===== src/rtl/bit_deserializer_pkg.sv =====
// Shared types and sizing helpers for the serial-to-parallel deserializer.
// The bit counter and the output length field both need to hold the value WIDTH.
package bit_deserializer_pkg;

    typedef enum logic {
        FILL = 1'b0,
        PEND = 1'b1
    } state_t;

    function automatic int len_w(input int width);
        return $clog2(width) + 1;
    endfunction

endpackage


===== src/rtl/bit_deserializer.sv =====
// Collects a serial MSB-first bit stream into WIDTH-bit words on a valid/ready port.
// A word that completes while the output slot is busy is parked in the assembly register.
//
// state | meaning
// FILL  | accepting bits; completed words go straight to the output register
// PEND  | a justified word is parked in assembly, waiting for the output slot
module bit_deserializer
    import bit_deserializer_pkg::*;
#(
    parameter int WIDTH = 8
) (
    input  logic                     clk_i,
    input  logic                     srst_i,
    input  logic                     data_i,
    input  logic                     data_val_i,
    input  logic                     data_last_i,
    output logic                     data_rdy_o,
    output logic [WIDTH-1:0]         data_o,
    output logic [len_w(WIDTH)-1:0]  data_len_o,
    output logic                     data_val_o,
    input  logic                     data_rdy_i
);

    localparam int             LW      = len_w(WIDTH);
    localparam logic [LW-1:0]  WIDTH_L = LW'(WIDTH);

    state_t            state;
    logic [WIDTH-1:0]  assembly;
    logic [LW-1:0]     cnt;

    logic              accept;
    logic              slot_free;
    logic              complete;
    logic [WIDTH-1:0]  shifted;
    logic [LW-1:0]     cnt_nxt;
    logic [WIDTH-1:0]  justified;

    // A partial word of n bits sits in the low n bits after shifting; move it to the top.
    function automatic logic [WIDTH-1:0] left_justify(input logic [WIDTH-1:0] word,
                                                      input logic [LW-1:0]    n);
        return word << (WIDTH_L - n);
    endfunction

    assign data_rdy_o = srst_i & (state == FILL);
    assign accept     = data_val_i & data_rdy_o;
    assign slot_free  = ~data_val_o | data_rdy_i;
    assign shifted    = {assembly[WIDTH-2:0], data_i};
    assign cnt_nxt    = cnt + LW'(1);
    assign complete   = accept & ((cnt_nxt == WIDTH_L) | data_last_i);
    assign justified  = left_justify(shifted, cnt_nxt);

    always_ff @(posedge clk_i) begin
        if (!srst_i) begin
            state      <= FILL;
            assembly   <= '0;
            cnt        <= '0;
            data_o     <= '0;
            data_len_o <= '0;
            data_val_o <= 1'b0;
        end else begin
            // Default drop of valid on handshake; a same-edge load below overrides it.
            if (data_val_o && data_rdy_i) begin
                data_val_o <= 1'b0;
            end

            case (state)
                FILL: begin
                    if (accept) begin
                        if (complete) begin
                            if (slot_free) begin
                                data_o     <= justified;
                                data_len_o <= cnt_nxt;
                                data_val_o <= 1'b1;
                                assembly   <= '0;
                                cnt        <= '0;
                            end else begin
                                assembly <= justified;
                                cnt      <= cnt_nxt;
                                state    <= PEND;
                            end
                        end else begin
                            assembly <= shifted;
                            cnt      <= cnt_nxt;
                        end
                    end
                end

                PEND: begin
                    if (slot_free) begin
                        data_o     <= assembly;
                        data_len_o <= cnt;
                        data_val_o <= 1'b1;
                        assembly   <= '0;
                        cnt        <= '0;
                        state      <= FILL;
                    end
                end

                default: begin
                    state <= FILL;
                end
            endcase
        end
    end

endmodule


===== config.mk =====
export PLATFORM = sky130hd
export DESIGN_NAME = bit_deserializer
export DESIGN_NICKNAME = d
export VERILOG_FILES = /design/src/rtl/bit_deserializer_pkg.sv /design/src/rtl/bit_deserializer.sv
export SDC_FILE = /design/constraint.sdc
export NUM_CORES = 1
export LEC_CHECK = 0
export ABC_AREA = 1
export BUFFER_PORTS_ARGS = -buffer_cell sky130_fd_sc_hd__buf_2
export CAP_MARGIN = 40
export CORE_MARGIN = 2
export CORE_UTILIZATION = 35
export DETAILED_ROUTE_END_ITERATION = 8
export GPL_TIMING_DRIVEN = 0
export PLACE_DENSITY = 0.57
export SLEW_MARGIN = 25
export SYNTH_ARGS = -nofsm -noshare
export SYNTH_HDL_FRONTEND = slang
export SYNTH_SLANG_ARGS = --single-unit

===== constraint.sdc =====
create_clock -name clk_i -period 2.7 [get_ports clk_i]
set_input_delay 0 -clock clk_i [delete_from_list [all_inputs] [get_ports clk_i]]
set_output_delay 0 -clock clk_i [all_outputs]
set_load 0.005 [all_outputs]

* Word-level counts from Yosys, hierarchy flattened
Index checks and enable logic that the tools add are counted. W data, S select, Z words.
Word-level totals: bits in registers 26, input bits 6, output and inout bits 14
Operators by class: add/subtract/negate cells 2, equality and inequality tests 5, shift-type cells 1, multiplexer cells 29, bitwise operators 7, reductions and logical operators 3
Operator list (count):
- $mux W8 | 8
- $mux W4 | 8
- $pmux W8 S2 | 2
- $pmux W4 S2 | 2
- $shl A8 B4 Y8 | 1
- $mux W1 | 7
- $ne A2 B2 Y1 const B | 3
- $add A4 B1 Y4 const B | 1
- $eq A4 B4 Y1 const B | 1
- $pmux W1 S2 | 2
- $reduce_and A4 Y1 | 1
- $sub A4 B4 Y4 const A | 1
- $and A1 B1 Y1 | 3
- $ne A2 B1 Y1 const B | 1
- $not A1 Y1 | 2
- $or A1 B1 Y1 | 2
- $reduce_and A2 Y1 | 1
- $logic_and A1 B1 Y1 | 1

* Longest topological paths before layout
Gate-level depths: netlist of the first run.
depth after elaboration 7, depth in mapped cells 11, mapped depth without buffers 11

* Least setup slack after synthesis of the first run
No wires, ideal clock.
path kind register to register, from register cnt[1], to register data_o[4], setup time 113 ps, data arrival time 1529 ps, data required time 2587 ps, path slack 1058 ps, stages on the path, launching flop included 12, clock period less this slack 1642 ps, cells stage by stage dfxtp_1 > ha_1 > nand2_1 > inv_1 > nand3_2 > nand2_4 > nand2_4 > o21ai_4 > nand2_4 > buf_6 > nor2_1 > nor2_1
On the way: longest elaborated chain between the ends 7
RTL lines:
- start, declared | line bit_deserializer.sv:29 | logic [LW-1:0] cnt;
- start signal, assigned | line bit_deserializer.sv:78 | cnt <= cnt_nxt;
- start signal, assigned | line bit_deserializer.sv:83 | cnt <= cnt_nxt;
- $add A4 B1 Y4 (*) | line bit_deserializer.sv:48 | assign cnt_nxt = cnt + LW'(1);
- $sub A4 B4 Y4 | line bit_deserializer.sv:41 | return word << (WIDTH_L - n);
- $shl A8 B4 Y8 | line bit_deserializer.sv:41
- $mux W8 | line bit_deserializer.sv:70 | if (slot_free) begin
- $mux W8 | line bit_deserializer.sv:69 | if (complete) begin
- $mux W8 | line bit_deserializer.sv:68 | if (accept) begin
- $pmux W8 S2 | line bit_deserializer.sv:66 | case (state)
- end signal, assigned | line bit_deserializer.sv:71 | data_o <= justified;
- end signal, assigned | line bit_deserializer.sv:90 | data_o <= assembly;
- end, declared | line bit_deserializer.sv:18 | output logic [WIDTH-1:0] data_o,
Every way passes the cells marked *; elsewhere a longest branch is shown, timed or not. The select of a mux whose other input is x is not followed. A chain may end at the register's enable or synchronous reset.

* Worst setup path in the final report of the first run
from register cnt[1], to register assembly[3]
On the way: longest elaborated chain between the ends 7
RTL lines:
- $add A4 B1 Y4 (*) | line bit_deserializer.sv:48
- $sub A4 B4 Y4 / $eq A4 B4 Y1 (equally long branches) | line bit_deserializer.sv:41, bit_deserializer.sv:49
- $shl A8 B4 Y8 / $or A1 B1 Y1 (equally long branches) | line bit_deserializer.sv:41, bit_deserializer.sv:49
- $mux W8 / $and A1 B1 Y1 (equally long branches) | line bit_deserializer.sv:70, bit_deserializer.sv:49
- $mux W8 (*) | line bit_deserializer.sv:69
- $mux W8 (*) | line bit_deserializer.sv:68
- $pmux W8 S2 (*) | line bit_deserializer.sv:66
- end signal, assigned | line bit_deserializer.sv:77 | assembly <= justified;
- end signal, assigned | line bit_deserializer.sv:82 | assembly <= shifted;
- end, declared | line bit_deserializer.sv:28 | logic [WIDTH-1:0] assembly;
Marks and branches as above.

==> impl_metrics.tcl, run 1 <==
set metrics [dict create \
    status "finished, final reports clean" \
    finalMaxSlewViolations 0 \
    cp-start-kind "register" \
    cts_made_buffers 3 \
    fin_util_pct 40.8 \
    clk_pin_slew_ns 0.09 \
    grt_pass1_wl_mm 7.24 \
    setup_tns_ns 0 \
    die_area_sq_mm 0.00546 \
    wl_per_cell_microns 11.4 \
    synth-xor-area-share_pct 1.02 \
    p_total_mw 0.719 \
    drtIter0Drc 120 \
    grt_pass1_vias 1509 \
    r2r_start "cnt[1]" \
    track_usage_pct 16.9 \
    internal-power_mw 0.524 \
    clkPwrFrac_pct 30.6 \
    port_buffers 19 \
    critPathMaxStageDelay_ns 0.40 \
    maxCapViolations 0 \
    whs_endpoint "state" \
    final_common_cell "nand2_1" \
    drt_wl_total_mm 4.34 \
    antenna_found_initial 0 \
    ys_types 24 \
    hp-class "in2reg" \
    htree_levels 1 \
    final_cells 379 \
    n_fill_cell 548 \
    regToRegSetupSlack_ns 0.72 \
    yosys.area_share.simple_pct 45.2 \
    cpMostUsedCell "nand2_1" \
    critPathMaxFanout 6 \
    whs_path_depth 3 \
    period_minus_slack_ns 1.98 \
    die_h_microns 73.9 \
    leakagePower_nw 0.924 \
    rsz0062_at_grt "false" \
    cts_resized 0 \
    worstPathArrival_ns 2.18 \
    post-route-period-util_pct 73.5 \
    drive_above_1_share_pct 14.1 \
    slew_headroom_pct 66.1 \
    switchingPower_mw 0.196 \
    area_delta_synth_final_pct 12.9 \
    comb_power_share_pct 14.9 \
    post-cts-setup-buffers 0 \
    yosysSeqAreaShare_pct 30.5 \
    row_count 25 \
    seq_power_share_pct 54.5 \
    whs_ns 0.0293 \
    final.setup_skew_ns 0.00238 \
    ant_nets 0 \
    syn_nets 297 \
    die_w_microns 73.9 \
    viasPerCell 4.62 \
    min_from "srst_i" \
    gp_congestion 0.827 \
    clockRootBuffer "clkbuf_8" \
    synth_fa_ha_area_share_pct 0.732 \
    syn_inst 290 \
    yosysWarnings 0 \
    tritoncts "yes" \
    final_cell_mix "nand2_1, nor2_1, dfxtp_1" \
    reg2reg_depth 11 \
    setup_viol 0 \
    initial_core_util_pct 36.2 \
    p_per_area_mw_per_mm2 373 \
    clock_path_buffers 2 \
    drtPass1Iterations 4 \
    synth_edf_count 0 \
    diodes 0 \
    synth-seq-cells 26 \
    clock_sinks 26 \
    syn-cell-area_sq_mm 0.00171 \
    ios 20 \
    nNetsFinal 321 \
    fmax_mhz 504 \
    synth_top_family_by_area "simple AND/OR/NAND/NOR gates" \
    hpwl_mm 3.35 \
    final_hold_viol_count 0 \
    synthFlopType "dfxtp_1" \
    slowest_stage "ha_1" \
    worst_slew_pin_slew_ns 0.508 \
    crit_path_end_kind "register" \
    p_sw_share_pct 27.2 \
    worstPathRequired_ns 2.90 \
    peakVddDrop_mv 0.221 \
    worstSetupPathType "reg2reg" \
    synth_compound_area_share_pct 12.4 \
    synth_mux_area_share_pct 0 \
    holdBufCountCts 0 \
    clock_latency_ns 0.27 \
    vias 1752 \
    place_inst 376 \
    path_cells "ha_1, inv_2, nand2_1, nand2_1, nand2_1, nand3_1, a21oi_1, nand2_1, nand2_1, nand2_1, a21oi_1" \
    regToRegEndpoint "assembly[3]" \
    avgSynthCellArea_sq_um 5.89 \
    grt-ovfl-total 0 \
    drc 0 \
    core_sq_mm 0.00472 \
    synthArstFlopShare_pct 0 \
    grt_max_degree 14 \
]
## cells in the mapped netlist (3+ instances only)
library cell,instances,share of area [%]
nand2_2,4,1.5
inv_1,25,5.5
nor2_1,31,6.8
dfxtp_1,26,30
nand3_1,21,6.1
a21oi_1,19,5.6
clkbuf_1,4,0.88
nand4_1,4,1.5
o21ai_0,16,4.7
inv_2,5,1.1
nand2_4,3,2.0
nand2_1,116,25
## layout make-up
cell class                      instances  area [sq um]  share of cell area (%)
Multi-Input combinational cell        224          1010                    52.5
Timing Repair Buffer                   19          95.1                    4.93
Tap cell                               67          83.8                    4.35
Clock buffer                            3          41.3                    2.14
Buffer                                  9          57.6                    2.98
Inverter                               31           118                    6.10
Sequential cell                        26           520                    27.0
## metrics by stage
stage / setup WS (ns) / area, sq um
floorplan: 1.06 / 1710
global placement: 0.727 / 1890
detailed placement: 0.767 / 1890
CTS: 0.738 / 1930
global route: 0.502 / 1930
finish: 0.716 / 1930
## kinds of logic after synthesis
kind of cell,after synthesis
compound gates,39
xor+xnor,2
fa+ha+maj,1
buf+inv,40
flops,26
simple gates,182
## flip-flops by register name (all words and copies together), names as in the netlist
register / cells
data_o: 8
state: 1
assembly: 8
cnt: 4
data_val_o: 1
data_len_o: 4
## power by group through the flow
| stage | logic, mW | clock network, mW | registers (mW) |
|---|---|---|---|
| after global placement | 0.107 | 0 | 0.401 |
| after global routing | 0.122 | 0.244 | 0.394 |
| after floorplan | 0.0767 | 0 | 0.402 |
| after detailed placement | 0.106 | 0 | 0.401 |
| final | 0.107 | 0.220 | 0.392 |
| after CTS | 0.107 | 0.226 | 0.393 |
## layer usage
layer | global-route usage [%] | share of wire, %
met2 | 27.9 | 46
met4 | 1.82 | 0.60
met3 | 3.29 | 2.9
met1 | 23.4 | 50
met5 | 0 | 0
## worst max path at each step
stage | slack (ns) | cells past startpoint | start | to
finish | 0.72 | 11 | cnt[1] | assembly[3]
global route | 0.50 | 11 | cnt[1] | data_o[7]
CTS | 0.74 | 10 | cnt[1] | assembly[1]
detailed placement | 0.77 | 10 | cnt[1] | assembly[1]
global placement | 0.73 | 10 | cnt[1] | assembly[1]
floorplan | 1.06 | 11 | cnt[1] | data_o[4]
## worst max-delay path: cells and delay by family, from the launching register on
| family | cells | cell delay, ns |
|---|---|---|
| buffers and inverters | 1 | 0.08 |
| DFF | 1 | 0.38 |
| adders and majority gates | 1 | 0.40 |
| AOI/OAI and AO/OA | 2 | 0.32 |
| and+or+nand+nor | 7 | 0.75 |
(Power assumes the default switching activity.)
==> inputs of run 2 (changes only) <==
- clock period: 2.7 -> 1.9 ns (I/O delays scaled with it)
==> impl_metrics.tcl, run 2 (synthesized netlist as in run 1, its figures left out) <==
set metrics [dict create \
    status "finished, final reports clean" \
    final_hold_viol_count 0 \
    worst_slew_pin_slew_ns 0.508 \
    ios 20 \
    die_w_microns 73.9 \
    drtPass1Iterations 4 \
    slew_headroom_pct 66.1 \
    worstPathArrival_ns 1.98 \
    drtIter0Drc 140 \
    r2r_start "cnt[1]" \
    initial_core_util_pct 36.2 \
    cts_made_buffers 3 \
    regToRegSetupSlack_ns 0.12 \
    grt_pass1_wl_mm 7.24 \
    wl_met3_microns 133 \
    final.setup_skew_ns 0.00208 \
    final_common_cell "nand2_1" \
    critPathMaxFanout 8 \
    dr.max_layer_used "met4" \
    drc 0 \
    final_cells 381 \
    endpoint "assembly[4]" \
    post-route-period-util_pct 93.5 \
    drt_wl_total_mm 4.40 \
    htree_levels 1 \
    pre_cts_ws_ns -0.0333 \
    tritoncts "yes" \
    antenna_found_initial 0 \
    vias 1779 \
    clk_pin_slew_ns 0.09 \
    leakagePower_nw 0.936 \
    hp-class "in2reg" \
    ant_nets 0 \
    fmax_mhz 563 \
    finalMaxSlewViolations 0 \
    viasPerCell 4.67 \
    setup_viol 0 \
    die_area_sq_mm 0.00546 \
    hpwl_mm 3.35 \
    place_inst 376 \
    port_buffers 19 \
    area_delta_synth_final_pct 15.3 \
    clockRootBuffer "clkbuf_8" \
    worstSetupPathType "reg2reg" \
    gp_congestion 0.827 \
    critPathLaunch "cnt[1]" \
    rsz0062_at_grt "true" \
    wl_per_cell_microns 11.5 \
    setup_ws_ns 0.123 \
    grt_max_degree 14 \
    clock_sinks 26 \
    wl_met1_mm 2.21 \
    grt_pass1_vias 1512 \
    grt-ovfl-total 0 \
    peakVddDrop_mv 0.316 \
    drive_above_1_share_pct 16.6 \
    crit_path_end_kind "register" \
    clock_path_buffers 2 \
    row_count 25 \
    die_h_microns 73.9 \
    reg2reg_depth 11 \
    largestRegisters "assembly: 8 flops, data_o: 8 flops" \
    cp-start-kind "register" \
    period_minus_slack_ns 1.78 \
    regToRegEndpoint "assembly[4]" \
    final_cell_mix "nand2_1, nor2_1, inv_1" \
    clock_latency_ns 0.27 \
    track_usage_pct 16.9 \
    maxCapViolations 0 \
    wl_met2_mm 2.03 \
    worstPathRequired_ns 2.10 \
    core_sq_mm 0.00472 \
    nNetsFinal 323 \
    diodes 0 \
    p_per_area_mw_per_mm2 523 \
]
==> run 2: cell count changes in the layout (fill, tap and decap cells not counted), moves of 2 or more <==
cell / change
buf_4: +2
dfxtp_1: -2
nand2_1: -2
nand2_4: +2
o21ai_0: -4
o21ai_1: +4
==> run 2: layout make-up <==
class | count | area, sq um
Fill cell | 547 | 2750
Sequential cell | 26 | 526
Clock buffer | 3 | 41.3
Buffer | 9 | 57.6
Timing Repair Buffer | 21 | 110
Inverter | 31 | 118
Multi-Input combinational cell | 224 | 1030
Tap cell | 67 | 83.8
==> run 2: how the worst min path moves through the flow <==
stage / start / end / slack, ns / cells past startpoint
2_1_floorplan: srst_i / data_rdy_o / 0.13 / 2
3_3_place_gp: srst_i / state / 0.31 / 3
3_5_place_dp: srst_i / state / 0.31 / 3
4_1_cts: srst_i / state / 0.02 / 3
5_1_grt: srst_i / state / 0.01 / 3
6_report: srst_i / state / 0.03 / 3
==> run 2: repair_timing <==
item	CTS	global route
buffers inserted	0	2
hold buffers	0	0
gates resized for setup	2	11
hold endpoints to repair	0	0
setup endpoints to repair	15	18
pin swaps	0	2
cloned	0	0
==> run 2: layer usage <==
metal / GRT usage [%] / vias up
li1: - / 953
met1: 23.4 / 793
met2: 27.9 / 31
met3: 3.29 / 2
met4: 1.82 / 0
met5: 0 / -
==> run 2: metrics by stage <==
stage	instance area (sq um)	hold slack, ns	total power [mW]	utilization [%]	setup TNS, ns
after floorplan	1710	0.125	0.680	-	0
after global placement	1890	0.310	0.722	40.0	-0.261
after detailed placement	1890	0.309	0.722	40.0	-0.137
after CTS	1930	0.0236	1.03	40.9	0
after global routing	1970	0.0131	1.09	41.7	-0.0225
final	1970	0.0256	1.03	41.7	0
==> run 2: power breakdown <==
group / internal, mW / switching (mW)
clock: 0.142 / 0.172
sequential: 0.552 / 0.00501
combinational: 0.0540 / 0.106
==> run 2: worst max-delay path, cell delays in order, from the launching register on <==
cell and delay, ns:
dfxtp_4 0.38, ha_2 0.37, inv_2 0.08, nand2_4 0.09, inv_2 0.04, nand2_1 0.05
nand2_1 0.11, nand2_4 0.14, nand3_1 0.11, o21ai_0 0.16, nand2_1 0.07, a21oi_1 0.11
==> inputs of run 3 (changes only) <==
- ABC_AREA: 1 -> default
- PLACE_DENSITY: 0.57 -> 0.58
==> impl_metrics.tcl, run 3 <==
set metrics [dict create \
    status "finished, final reports clean" \
    grt_util_met2_pct 27.4 \
    grt_max_degree 15 \
    setup_viol 0 \
    antenna_found_initial 0 \
    whs_ns 0.0346 \
    ios 20 \
    final.setup_skew_ns 0.00383 \
    critPathTopFamily "simple AND/OR/NAND/NOR gates" \
    post-route-period-util_pct 98.1 \
    viasPerCell 5.54 \
    hpwl_mm 2.80 \
    worst_slew_pin_slew_ns 0.482 \
    clockRootBuffer "clkbuf_8" \
    ys_types 47 \
    grt_pass1_wl_mm 6.78 \
    switchingPower_mw 0.307 \
    design_area_sq_mm 0.00200 \
    final_hold_viol_count 0 \
    setup_tns_ns 0 \
    drt_wl_total_mm 4.18 \
    use_met3_pct 2.14 \
    grt.met1_usage_pct 22.5 \
    syn_inst 182 \
    clk_pin_slew_ns 0.09 \
    critPathMaxStageDelay_ns 0.37 \
    die_area_sq_mm 0.00503 \
    clock_path_buffers 2 \
    final_cell_mix "dfxtp_1, buf_2, o21ai_0" \
    cts_made_buffers 3 \
    die_w_microns 70.9 \
    p_total_mw 1.17 \
    whs_path_depth 3 \
    internal-power_mw 0.859 \
    clkPwrFrac_pct 31.7 \
    synth_edf_count 0 \
    rsz0062_at_grt "true" \
    synth_common_cells "dfxtp_1, o21ai_0, nand2_1" \
    syn_nets 189 \
    critPathMaxFanout 6 \
    synth_top_area_share_pct 33.2 \
    synthMostInstantiatedCell "dfxtp_1" \
    vias 1486 \
    track_usage_pct 16.5 \
    busiest_layer "met2" \
    comb_power_share_pct 19.0 \
    hp-class "in2reg" \
    maxCapViolations 0 \
    finalMaxSlewViolations 0 \
    grt_pass1_vias 1403 \
    slowest_stage "or3_1" \
    fmax_mhz 536 \
    synthFlopType "dfxtp_1" \
    final_common_cell "dfxtp_1" \
    worstPathArrival_ns 2.07 \
    setup_ws_ns 0.0353 \
    avgSynthCellArea_sq_um 8.61 \
    drtIter0Drc 129 \
    nNetsFinal 224 \
    htree_levels 1 \
    grt-ovfl-total 0 \
    gp_congestion 0.877 \
    p_per_area_mw_per_mm2 583 \
    crit_path_end_kind "register" \
    drive_above_1_share_pct 35.2 \
    yosysWarnings 0 \
    initial_core_util_pct 36.3 \
    synth_area_leaders "dfxtp_1, o21ai_0, a22oi_1" \
    yosysSeqAreaShare_pct 33.2 \
    dpl_cell_area_sq_mm 0.00173 \
    drc 0 \
    die_h_microns 70.9 \
    synth-seq-cells 26 \
    cp-start-kind "register" \
    tritoncts "yes" \
    slew_headroom_pct 67.8 \
    peakVddDrop_mv 0.273 \
    leakagePower_nw 0.755 \
    port_buffers 19 \
    row_count 24 \
    n_fill_cell 431 \
    drtPass1Iterations 4 \
    critical_path_buf_inv_count 1 \
    area_delta_synth_final_pct 27.5 \
    largestRegisters "assembly: 8 flops, data_o: 8 flops" \
    clock_sinks 26 \
    yosysTopAreaCell "dfxtp_1" \
    reg2reg_depth 8 \
    worst-path-stages 8 \
    path_cells "ha_4, buf_6, nand2_1, a31o_4, nor2_2, a21oi_1, or3_1, a31oi_1" \
    ant_nets 0 \
    clock_latency_ns 0.28 \
    pre_cts_ws_ns -0.146 \
    seq_power_share_pct 49.4 \
    worstSetupPathType "reg2reg" \
    core_sq_mm 0.00432 \
    syn-cell-area_sq_mm 0.00157 \
    period_minus_slack_ns 1.86 \
    p_sw_share_pct 26.3 \
    diodes 0 \
    wl_per_cell_microns 15.6 \
    synthArstFlopShare_pct 0 \
    worstPathRequired_ns 2.11 \
]
==> run 3: changes by cell type after synthesis, moves of 5 or more <==
cell / previous run / this run
inv_1: 25 / 2
nand2_1: 116 / 15
nand3_1: 21 / 5
mux2i_1: 0 / 5
a22oi_1: 0 / 8
a31oi_1: 0 / 7
a21oi_1: 19 / 11
inv_2: 5 / 0
nor2_1: 31 / 14
==> run 3: per-stage QoR <==
step	utilization, %	std cells
finish	46.2	268
global route	46.2	268
CTS	44.0	263
detailed placement	40.1	253
global placement	40.1	253
floorplan	-	182
==> run 3: final cells by class <==
class                   instances  area (sq um)  share of cell area, %
multi-input cells             136          1010                   50.5
flip-flops and latches         26           523                   26.2
repair buffers                 33           214                   10.7
plain buffers                  14           119                   5.95
well taps                      52          65.1                   3.26
clock buffers                   4          55.1                   2.76
inverters                       3          13.8                  0.689
==> run 3: cell families (layout without fill, tap and decap cells) <==
kind of cell	count (synthesis)	after routing	synth area share, %
AOI/OAI and AO/OA	61	61	24.8
xor gates and xnor gates	6	6	3.35
buffers and inverters	20	54	9.66
DFF	26	26	33.2
and+or+nand+nor	57	57	18.3
adders and majority gates	1	1	0.798
muxes	11	11	9.90
==> run 3: power by group through the flow <==
| stage | Clock, mW | Sequential [mW] | Combinational (mW) |
|---|---|---|---|
| 6_report | 0.369 | 0.575 | 0.221 |
| 5_1_grt | 0.398 | 0.578 | 0.240 |
| 4_1_cts | 0.373 | 0.575 | 0.203 |
| 3_5_place_dp | 0 | 0.587 | 0.173 |
| 3_3_place_gp | 0 | 0.586 | 0.174 |
| 2_1_floorplan | 0 | 0.588 | 0.119 |
==> run 3: path summary, 6_finish.rpt <==
| path | to | start | slack, ns |
|---|---|---|---|
| max | data_o[6] | cnt[1] | 0.04 |
| min reg2reg | data_o[7] | assembly[7] | 0.50 |
| min | assembly[0] | srst_i | 0.03 |
| max reg2reg | data_o[6] | cnt[1] | 0.04 |
==> run 3: worst reg2reg max path: cells and delay by family (launching register included) <==
family / cells / cell delay (ns)
adder cells (fa/ha/maj): 1 / 0.32
AND/OR/NAND/NOR: 3 / 0.53
flip-flops: 1 / 0.35
buffers and inverters: 1 / 0.11
AO/OA/AOI/OAI: 3 / 0.48
==> run 3: timing repair <==
action                     4_1_cts  5_1_grt
hold buffers                     0        0
setup buffers                    6        7
pin swaps                       10       11
gates cloned                     0        1
setup endpoints to repair       16       20
resized for setup               12       16
==> run 3: routing by layer <==
| metal | vias up | share of wire, % |
|---|---|---|
| li1 | 740 | - |
| met5 | - | 0 |
| met3 | 4 | 4.1 |
| met2 | 39 | 48 |
| met1 | 703 | 47 |
| met4 | 0 | 1.0 |
